<file path="config.mk">
export PLATFORM = sky130hd
export DESIGN_NAME = dot_feeder_14
export DESIGN_NICKNAME = d
export VERILOG_FILES = /design/src/rtl/dot_feeder_14_pkg.sv /design/src/rtl/dot_feeder_14_vec_buf.sv /design/src/rtl/dot_feeder_14.sv
export SDC_FILE = /design/constraint.sdc
export NUM_CORES = 2
export LEC_CHECK = 0
export CORE_AREA = 5 5 479 717
export CTS_BUF_LIST = sky130_fd_sc_hd__clkbuf_8
export CTS_CLUSTER_SIZE = 12
export DETAILED_ROUTE_END_ITERATION = 6
export DIE_AREA = 0 0 484 722
export PLACE_DENSITY_LB_ADDON = 0.3
export REMOVE_ABC_BUFFERS = 1
export SKIP_LAST_GASP = 1
export SYNTH_ARGS = -nofsm -noshare
export SYNTH_HDL_FRONTEND = slang
export SYNTH_SLANG_ARGS = --single-unit
export TNS_END_PERCENT = 100
</file>
<file path="constraint.sdc">
create_clock -name clk -period 111.1 [get_ports clk]
set_clock_uncertainty 0.2 [all_clocks]
set_input_delay 22.22 -clock clk [delete_from_list [all_inputs] [get_ports clk]]
set_output_delay 22.22 -clock clk [all_outputs]
set_load 0.005 [all_outputs]
</file>
<file path="src/rtl/dot_feeder_14_pkg.sv">
// Shared definitions for the dot_feeder_14 slice.
//   - Element width comes from the `DOT_DATA_LEN macro. Another file may define it
//     first; otherwise it falls back to 16 here.
//   - VEC_W is the width of one 36-element phase slice.
//   - feeder_state_t gives the state encodings IDLE=0, COLLECT=1, RUN=2,
//     WAIT=3 and HOLD=4.
`ifndef DOT_DATA_LEN
`define DOT_DATA_LEN 16
`endif

package dot_feeder_14_pkg;

  localparam int unsigned DATA_LEN    = `DOT_DATA_LEN;
  localparam int unsigned N_ELEM      = 36;
  localparam int unsigned VEC_W       = N_ELEM * DATA_LEN;
  localparam int unsigned N_PHASE_DEF = 6;
  localparam int unsigned WS_LAT_DEF  = 1;
  localparam int unsigned TO_CYC_DEF  = 64;
  localparam int unsigned PH_W        = 3;

  typedef enum logic [2:0] {
    ST_IDLE    = 3'd0,
    ST_COLLECT = 3'd1,
    ST_RUN     = 3'd2,
    ST_WAIT    = 3'd3,
    ST_HOLD    = 3'd4
  } feeder_state_t;

  // Advances a phase index by one and stops at last_ph.
  function automatic logic [PH_W-1:0] phase_step(input logic [PH_W-1:0] ph,
                                                 input logic [PH_W-1:0] last_ph);
    return (ph == last_ph) ? ph : ph + 1'b1;
  endfunction

endpackage

</file>
<file path="src/rtl/dot_feeder_14_vec_buf.sv">
// dot_vec_buf: register file of N_ENT x W bits for the dot_feeder_14 slice buffer.
// The data array has no reset. Stale contents are never read, because the
// feeder only replays a slice after all of its beats have been written.
// Ports:
//   clk      in   clock
//   wr_en    in   write strobe
//   wr_idx   in   write entry index
//   wr_data  in   write data
//   rd_idx   in   read entry index (combinational read)
//   rd_data  out  read data
module dot_vec_buf #(
  parameter int unsigned N_ENT = 6,
  parameter int unsigned W     = 576,
  parameter int unsigned IDX_W = 3
) (
  input  logic             clk,
  input  logic             wr_en,
  input  logic [IDX_W-1:0] wr_idx,
  input  logic [W-1:0]     wr_data,
  input  logic [IDX_W-1:0] rd_idx,
  output logic [W-1:0]     rd_data
);

  logic [W-1:0] mem [N_ENT];

  always_ff @(posedge clk) begin
    if (wr_en) mem[wr_idx] <= wr_data;
  end

  assign rd_data = mem[rd_idx];

endmodule

</file>
<file path="src/rtl/dot_feeder_14.sv">
// dot_feeder_14: upstream driver for one 36-wide dot channel.
//
// Operation:
//   - Collects N_PHASE input slices for one channel select.
//   - Replays the slices phase-aligned with the channel weight store.
//   - Captures the channel result and returns it downstream on a
//     valid/ready handshake.
//
// Optional watchdog (macro DOT_FEEDER_TIMEOUT_EN):
//   - When the macro is defined, a result that has not arrived TO_CYC cycles
//     after RUN entry sets the sticky err flag and releases a zero result.
//   - When the macro is undefined, err is tied to 0.
//
// Ports:
//   clk, rst                  clock; synchronous active-high reset
//   in_valid/in_ready         upstream slice handshake
//   in_cs                     channel select, sampled with beat 0 only
//   in_data                   one phase slice (beat k = phase k)
//   dc_load/ws_load           channel accumulate and weight-store enables
//   cs, phase, d              channel select, weight phase, aligned slice
//   dc_valid, dc_q            channel result strobe and value
//   res_valid/res_ready       downstream result handshake
//   res_cs, res_data          captured select and result
//   err                       sticky timeout flag
module dot_feeder_14
  import dot_feeder_14_pkg::*;
#(
  parameter int unsigned N_PHASE = N_PHASE_DEF,
  parameter int unsigned WS_LAT  = WS_LAT_DEF,
  parameter int unsigned TO_CYC  = TO_CYC_DEF
) (
  input  logic                clk,
  input  logic                rst,
  input  logic                in_valid,
  output logic                in_ready,
  input  logic [3:0]          in_cs,
  input  logic [VEC_W-1:0]    in_data,
  output logic                dc_load,
  output logic                ws_load,
  output logic [3:0]          cs,
  output logic [PH_W-1:0]     phase,
  output logic [VEC_W-1:0]    d,
  input  logic                dc_valid,
  input  logic [DATA_LEN-1:0] dc_q,
  output logic                res_valid,
  input  logic                res_ready,
  output logic [3:0]          res_cs,
  output logic [DATA_LEN-1:0] res_data,
  output logic                err
);

  localparam int unsigned BC_W  = $clog2(N_PHASE + 1);
  localparam int unsigned CNT_W = $clog2(TO_CYC + N_PHASE + WS_LAT + 2);
  localparam logic [PH_W-1:0] LAST_PH = PH_W'(N_PHASE - 1);

  feeder_state_t state, state_nxt;

  logic [BC_W-1:0]  beat_cnt;
  logic [CNT_W-1:0] cyc_cnt;
  logic [PH_W-1:0]  ph_pipe [WS_LAT];
  logic [VEC_W-1:0] rd_data;
  logic             accept;
  logic             capture;
  logic             finish;
`ifdef DOT_FEEDER_TIMEOUT_EN
  logic             timeout;
  logic             err_q;
`endif

  assign in_ready = !rst && ((state == ST_IDLE) ||
                             (state == ST_COLLECT && beat_cnt < BC_W'(N_PHASE)));
  assign accept   = in_valid && in_ready;

  always_ff @(posedge clk) begin
    if (rst) state <= ST_IDLE;
    else     state <= state_nxt;
  end

  always_comb begin
    state_nxt = state;
    capture   = 1'b0;
`ifdef DOT_FEEDER_TIMEOUT_EN
    timeout   = 1'b0;
`endif
    case (state)
      ST_IDLE:    if (accept) state_nxt = ST_COLLECT;
      ST_COLLECT: if (accept && beat_cnt == BC_W'(N_PHASE - 1)) state_nxt = ST_RUN;
      ST_RUN:     if (cyc_cnt == CNT_W'(N_PHASE + WS_LAT - 1)) state_nxt = ST_WAIT;
      ST_WAIT: begin
        if (dc_valid) begin
          capture   = 1'b1;
          state_nxt = ST_HOLD;
        end
`ifdef DOT_FEEDER_TIMEOUT_EN
        else if (cyc_cnt == CNT_W'(TO_CYC - 1)) begin
          timeout   = 1'b1;
          state_nxt = ST_HOLD;
        end
`endif
      end
      ST_HOLD:    if (res_ready) state_nxt = ST_IDLE;
      default:    state_nxt = ST_IDLE;
    endcase
  end

`ifdef DOT_FEEDER_TIMEOUT_EN
  assign finish = capture || timeout;
`else
  assign finish = capture;
`endif

  // ph_pipe delays the phase by WS_LAT cycles so that the slice read from
  // the buffer meets its weights. The pipe is cleared at RUN entry, which
  // makes d show buf[0] for the first WS_LAT cycles.
  always_ff @(posedge clk) begin
    if (rst) begin
      beat_cnt  <= '0;
      cyc_cnt   <= '0;
      phase     <= '0;
      dc_load   <= 1'b0;
      ws_load   <= 1'b0;
      res_valid <= 1'b0;
      res_cs    <= '0;
      res_data  <= '0;
      cs        <= '0;
      for (int unsigned i = 0; i < WS_LAT; i++) ph_pipe[i] <= '0;
    end else begin
      if (accept) begin
        beat_cnt <= beat_cnt + 1'b1;
        if (state == ST_IDLE) cs <= in_cs;
      end
      case (state)
        ST_COLLECT: begin
          if (state_nxt == ST_RUN) begin
            dc_load <= 1'b1;
            ws_load <= 1'b1;
            phase   <= '0;
            cyc_cnt <= '0;
            for (int unsigned i = 0; i < WS_LAT; i++) ph_pipe[i] <= '0;
          end
        end
        ST_RUN, ST_WAIT: begin
          if (cyc_cnt != '1) cyc_cnt <= cyc_cnt + 1'b1;
          phase      <= phase_step(phase, LAST_PH);
          ph_pipe[0] <= phase;
          for (int unsigned i = 1; i < WS_LAT; i++) ph_pipe[i] <= ph_pipe[i-1];
          if (finish) begin
            dc_load   <= 1'b0;
            ws_load   <= 1'b0;
            res_valid <= 1'b1;
            res_cs    <= cs;
            res_data  <= capture ? dc_q : '0;
          end
        end
        ST_HOLD: begin
          if (res_ready) begin
            res_valid <= 1'b0;
            beat_cnt  <= '0;
            phase     <= '0;
          end
        end
        default: ;
      endcase
    end
  end

`ifdef DOT_FEEDER_TIMEOUT_EN
  always_ff @(posedge clk) begin
    if (rst)          err_q <= 1'b0;
    else if (timeout) err_q <= 1'b1;
  end
  assign err = err_q;
`else
  assign err = 1'b0;
`endif

  dot_vec_buf #(
    .N_ENT (N_PHASE),
    .W     (VEC_W),
    .IDX_W (PH_W)
  ) u_buf (
    .clk     (clk),
    .wr_en   (accept),
    .wr_idx  (PH_W'(beat_cnt)),
    .wr_data (in_data),
    .rd_idx  (ph_pipe[WS_LAT-1]),
    .rd_data (rd_data)
  );

  assign d = (state == ST_RUN || state == ST_WAIT) ? rd_data : '0;

endmodule

</file>
After elaboration in Yosys (flattened, before gate mapping). Memory sizes are Yosys's and may differ from the RTL's. Index checks and enable logic that the tools add are counted.

Memories kept: 2. Logic and storage cells: 89. Bits in writable memories: 3459. Register bits: 42. Output and inout bits: 608. Input port bits: 601.

Memories: u_buf.mem (depth 6, width 576, rd ports 1, clocked after Yosys merged registers in 0, write ports 1, line dot_feeder_14_vec_buf.sv:24) `logic [W-1:0] mem [N_ENT];`; ph_pipe (depth 1, width 3, rd ports 1, clocked after Yosys merged registers in 0, write ports 1, line dot_feeder_14.sv:60) `logic [PH_W-1:0] ph_pipe [WS_LAT];`.

Muxes and demuxes: 40. Reduce and logical (&&, ||, !) cells: 20. Eq/ne operators: 14. Add/sub/neg operators: 3. Magnitude comparators: 1.

Operator list (count): 576-bit two-way mux (1); 3-bit two-way mux (13); 1-bit two-way mux (19); 3-bit case mux with 5 select lines (1); 7-bit two-way mux (2); 7-bit case mux with 2 select lines (1); 3-bit by 2-bit == test with 1-bit output, second input constant (3); 3-bit == test, second input constant (3); 3-bit case mux with 3 select lines (1); 3-bit AND reduction (3); 2-bit != test, second input constant (4); 7-bit by 1-bit adder with 7-bit output, second input constant (1); 7-bit by 3-bit == test with 1-bit output, second input constant (1); 7-bit != test, second input constant (1); 3-bit by 1-bit adder with 3-bit output, second input constant (2); 3-bit OR reduction (2); 1-bit logical AND (4); 1-bit case mux with 2 select lines (2); 2-bit AND reduction (2); 4-bit AND reduction (1); 2-bit nonzero test (2); 3-bit by 1-bit == test with 1-bit output, second input constant (1); 3-bit logical NOT (1); 3-bit < comparator, second input constant (1); other kinds (5) (6).

Depth between registers and ports, before layout.
Depth in word-level cells: 16. Gate-level depth with buffers: 8. Mapped depth without buffers: 6.

Hierarchy. From an unflattened synthesis, not the netlist that was laid out.

Cells, all modules: 7602. Area total of the unflattened synthesis: 137615.7 µm².

Modules (own cells, without submodules): dot_vec_buf (area each 131761.4 µm², cells each 6732, sequential area each 103779.5 µm², times used 1); dot_feeder_14 (area each 5854.4 µm², cells each 870, sequential area each 930.9 µm², times used 1).

Worst setup path before layout. OpenSTA, ideal clock, no wires.

Path type: input -> register. Start: in rst. End: mem u_buf.mem[1][0], enable pin. Cell stages on the path: 4. Data required time: 107777 ps. Slack: 26955 ps. Buffers on the path: 1. Arrival: 80822 ps. Library setup time: 3123 ps. Cell sequence: clkbuf_1 nor2_1 nand2_1 nor4b_1.

Cells in the longest elaborated chain, start to end: 5.

RTL lines: start: declaration (line dot_feeder_14.sv:33) `input logic rst,`; 1-bit logical NOT (line dot_feeder_14.sv:70) `assign in_ready = !rst && ((state == ST_IDLE) ||`; 1-bit logical AND (line dot_feeder_14.sv:70); net in_ready (line dot_feeder_14.sv:35) `output logic in_ready,`; 1-bit logical AND (line dot_feeder_14.sv:72) `assign accept = in_valid && in_ready;`; 1-bit two-way mux (line dot_feeder_14_vec_buf.sv:27) `if (wr_en) mem[wr_idx] <= wr_data;`; 1-bit two-way mux (not written as such) (line dot_feeder_14_vec_buf.sv:27); end: declaration (line dot_feeder_14_vec_buf.sv:24).

The timed path passes the listed nets, and every way through them passes these cells.

Final worst setup path.
Start: in rst. End: out in_ready.

Cells in the longest elaborated chain, start to end: 2.

RTL lines (line): 1-bit logical NOT (dot_feeder_14.sv:70); 1-bit logical AND (dot_feeder_14.sv:70); end: declaration (dot_feeder_14.sv:35).

No other way between the ends.

==> summary.md <==
| Metric | Value |
|---|---|
| Die span in y | around 720 µm |
| Chip width | 484 µm |
| CTS Buffer Depth | 4 |
| Clk pwr share | between 30% and 40% |
| Hold Path Depth | 2 |
| Worst slew pin tran | about 1.2 ns |
| P_leak | roughly 0.05 µW |
| RSZ-0062 raised after global routing | no |
| Via count | 68,000 |
| CORE AREA | between 0.3 and 0.4 mm² |
| Grt peak-use layer | met2 |
| Flop pwr share | 57.4% |
| Max Fclk | roughly 0.022 GHz |
| Post-synth EDFFs | 3,459 |
| Final Instance Area | between 0.15 and 0.2 mm² |
| Ys Warns | 0 |
| Avg Cell Area, Syn | 20.9 µm² |
| Initial Util | 39.8% |
| Worst-path clk slew | around 0.060 ns |
| CTS buffer count | between 500 and 600 |
| Critical path endpoint category | primary output |
| DRC Markers | 0 |
| Top-area cell type share of the netlist area | between 70% and 80% |
| R2R depth | 9 |
| CTS root buf | clkbuf_8 |
| IO Count | about 1,200 |
| P_sw | between 500 and 600 µW |
| Area of the die | 0.349 mm² |
| Global routing usage on met3 | roughly 5.7% |
| FFs w/ async S/R, synth | 0% |
| Internal reg-to-reg setup slack | 104.30 ns |
| Synth Instances | 6,401 |
| Synthesis-to-layout area growth | 19.6% |
| 1st-iter DRT viols | 4,504 |
| Max-capacitance violation count | 0 |
| First-pass GRT wire length | ~500 mm |
| Worst IR drop on VDD | ~0.013 mV |
| CP Max Fanout | 2 |
| Part of the cycle the worst path needs | between 40 and 50% |
| Slew headroom | between 20% and 30% |
| PwrDens | between 15 and 20 mW/mm² |
| Number of antenna-violating nets in the routed design | 0 |
| Critical Path RT | approximately 89 ns |
| M1 GR Usage | 22.3% |
| Setup Crit Path Kind | in2out |
| Share of layout cells above drive strength 1 | between 10% and 20% |
| DP HPWL | about 210 mm |
| Setup Fix Bufs, Post-CTS | 0 |
| Placed inst area | about 0.15 mm² |
| Fin Setup TNS | 0 ns |
| Most numerous cell in the Yosys netlist | edfxtp_1 |
| Hold Path Class | reg2reg |
| Sequential share of the synthesized area | about four fifths |
| Finished Layout Cells | around 13,000 |
| Logic gate share of total power | 4.0% |
| Drt via density | between 5 and 6 |
| Crit path arrival time | 23.70 ns |
| Fin crit period | ~46 ns |
| Placed cells | roughly 12,000 |
| Status | finished, final reports clean |
| Crit start category | primary input |
| Clk_lat worst skew | between 0.9 and 1 ns |
| Setup WS pre-CTS | around 65 ns |
| Row count | ~260 |
| Total gr overflow | 0 |
| Synth Register Bits | ~3,500 |
| Main area contributors after synthesis | edfxtp_1 78%, mux4_2 7.9%, mux2i_1 4.3% |
| Pre-antenna DRT Iters | 5 |
| Post-Route WL | 347 mm |
| CTS tree | done |
| Vias in the first global route | approximately 70,000 |
| Final WS setup | 64.98 ns |
| Top_reg_cell synth | edfxtp_1 |
| Final Hold Violating Endpoints | 0 |
| Distinct cells, synth | 52 |
| Synth cell count leaders | 3,459 x edfxtp_1, 597 x nor2_1, 582 x mux2i_1 |
| Slew Viols, Final | 0 |
| Overall Global Routing Usage | between 10% and 20% |
| Mapped cell area | 0.134 mm² |
| Final #Nets | about 8,500 |
| GPL Wtd Cong | about 0.78 |
| CTS sink cnt | 3,501 |
| Hold-fix buffers, CTS | 0 |
| Initial antenna violation count | roughly 150 |
| Largest net degree at the start of global routing | approximately 160 |
| Post-synth top area cell | edfxtp_1 |
| Met2 Usage GRT | about a third |
| Final Setup Violations | 0 |
| Switching Share | ~22% |
| DR WL/cell | approximately 27 µm |
| Cts repair resizes | 0 |
| Internal Pwr Total | ~2000 µW |
| Htree depth | 6 |
| IO buf count | ~1,200 |
[power groups by stage]
stage	Clock, µW	Combinational (µW)	Sequential (µW)
floorplan	0	111	1560
global placement	0	101	1510
detailed placement	0	104	1510
CTS	1030	104	1480
global route	1090	111	1480
finish	994	102	1480
[worst paths after layout]
path             start                 to
min reg2reg  res_cs[3]          res_cs[3]
min          res_cs[3]          res_cs[3]
max                rst           in_ready
max reg2reg   state[1]  u_buf.mem[2][446]
[kinds of logic (layout without fill, tap and decap cells)]
logic type	Yosys count	in the layout	synth area share, %
DFF	3501	3501	78.1
muxes	1158	1158	14.3
and+or+nand+nor	691	691	2.03
AOI/OAI and AO/OA	630	630	3.48
buffers and inverters	412	2277	1.96
adders and majority gates	6	6	0.0560
xor gates and xnor gates	2	2	0.0131
other	1	64	0.00280
[sequential cells by signal, indices dropped and copies added, names as in the netlist]
register	count
beat_cnt	3
cs	4
cyc_cnt	7
ph_pipe	3
phase	3
res_cs	4
res_data	16
res_valid	1
state	3
u_buf.mem	3456
ws_load	1
[final cells by class]
type                       count  area [µm²]
clock buffer                 547        7530
antenna                       63         158
timing repair buffer        1334       13200
fill                       28100      176000
multi-input combinational   2488       26700
clock inverter               388        2260
inverter                       8        30.0
tap                         4471        5590
sequential                  3501      105000
[worst max-delay path: stages]
cell and delay (ns):
buf_2 0.19, nor2_1 0.62, clkdlybuf4s50_1 0.64
[layout by cell type (no fill, tap or decap), types with 31 or more instances in the layout]
cell	count
mux4_2	471
clkinv_1	114
dfxtp_1	42
clkinv_2	46
edfxtp_1	3459
mux4_1	105
buf_4	112
a211oi_1	579
mux2i_1	582
a21oi_1	31
inv_1	168
nand2_1	51
clkdlybuf4s50_1	1206
nor2_1	595
diode_2	63
clkbuf_8	547
[per-stage QoR]
step / total power (µW) / util (%) / hold WS, ns
3_5_place_dp: 1610 / 44.7 / 0.252
2_1_floorplan: 1670 / - / 0.247
4_1_cts: 2610 / 47.6 / 0.264
5_1_grt: 2680 / 47.6 / 0.288
3_3_place_gp: 1610 / 44.7 / 0.256
6_report: 2580 / 47.6 / 0.260
[metal layers]
| layer | part of all wire, % | wire, µm |
|---|---|---|
| met2 | 51 | 177000 |
| met1 | 37 | 128000 |
| met3 | 7.5 | 25900 |
| met4 | 4.5 | 15700 |
| met5 | 0.15 | 529 |
Power figures use the tool's default switching activity.
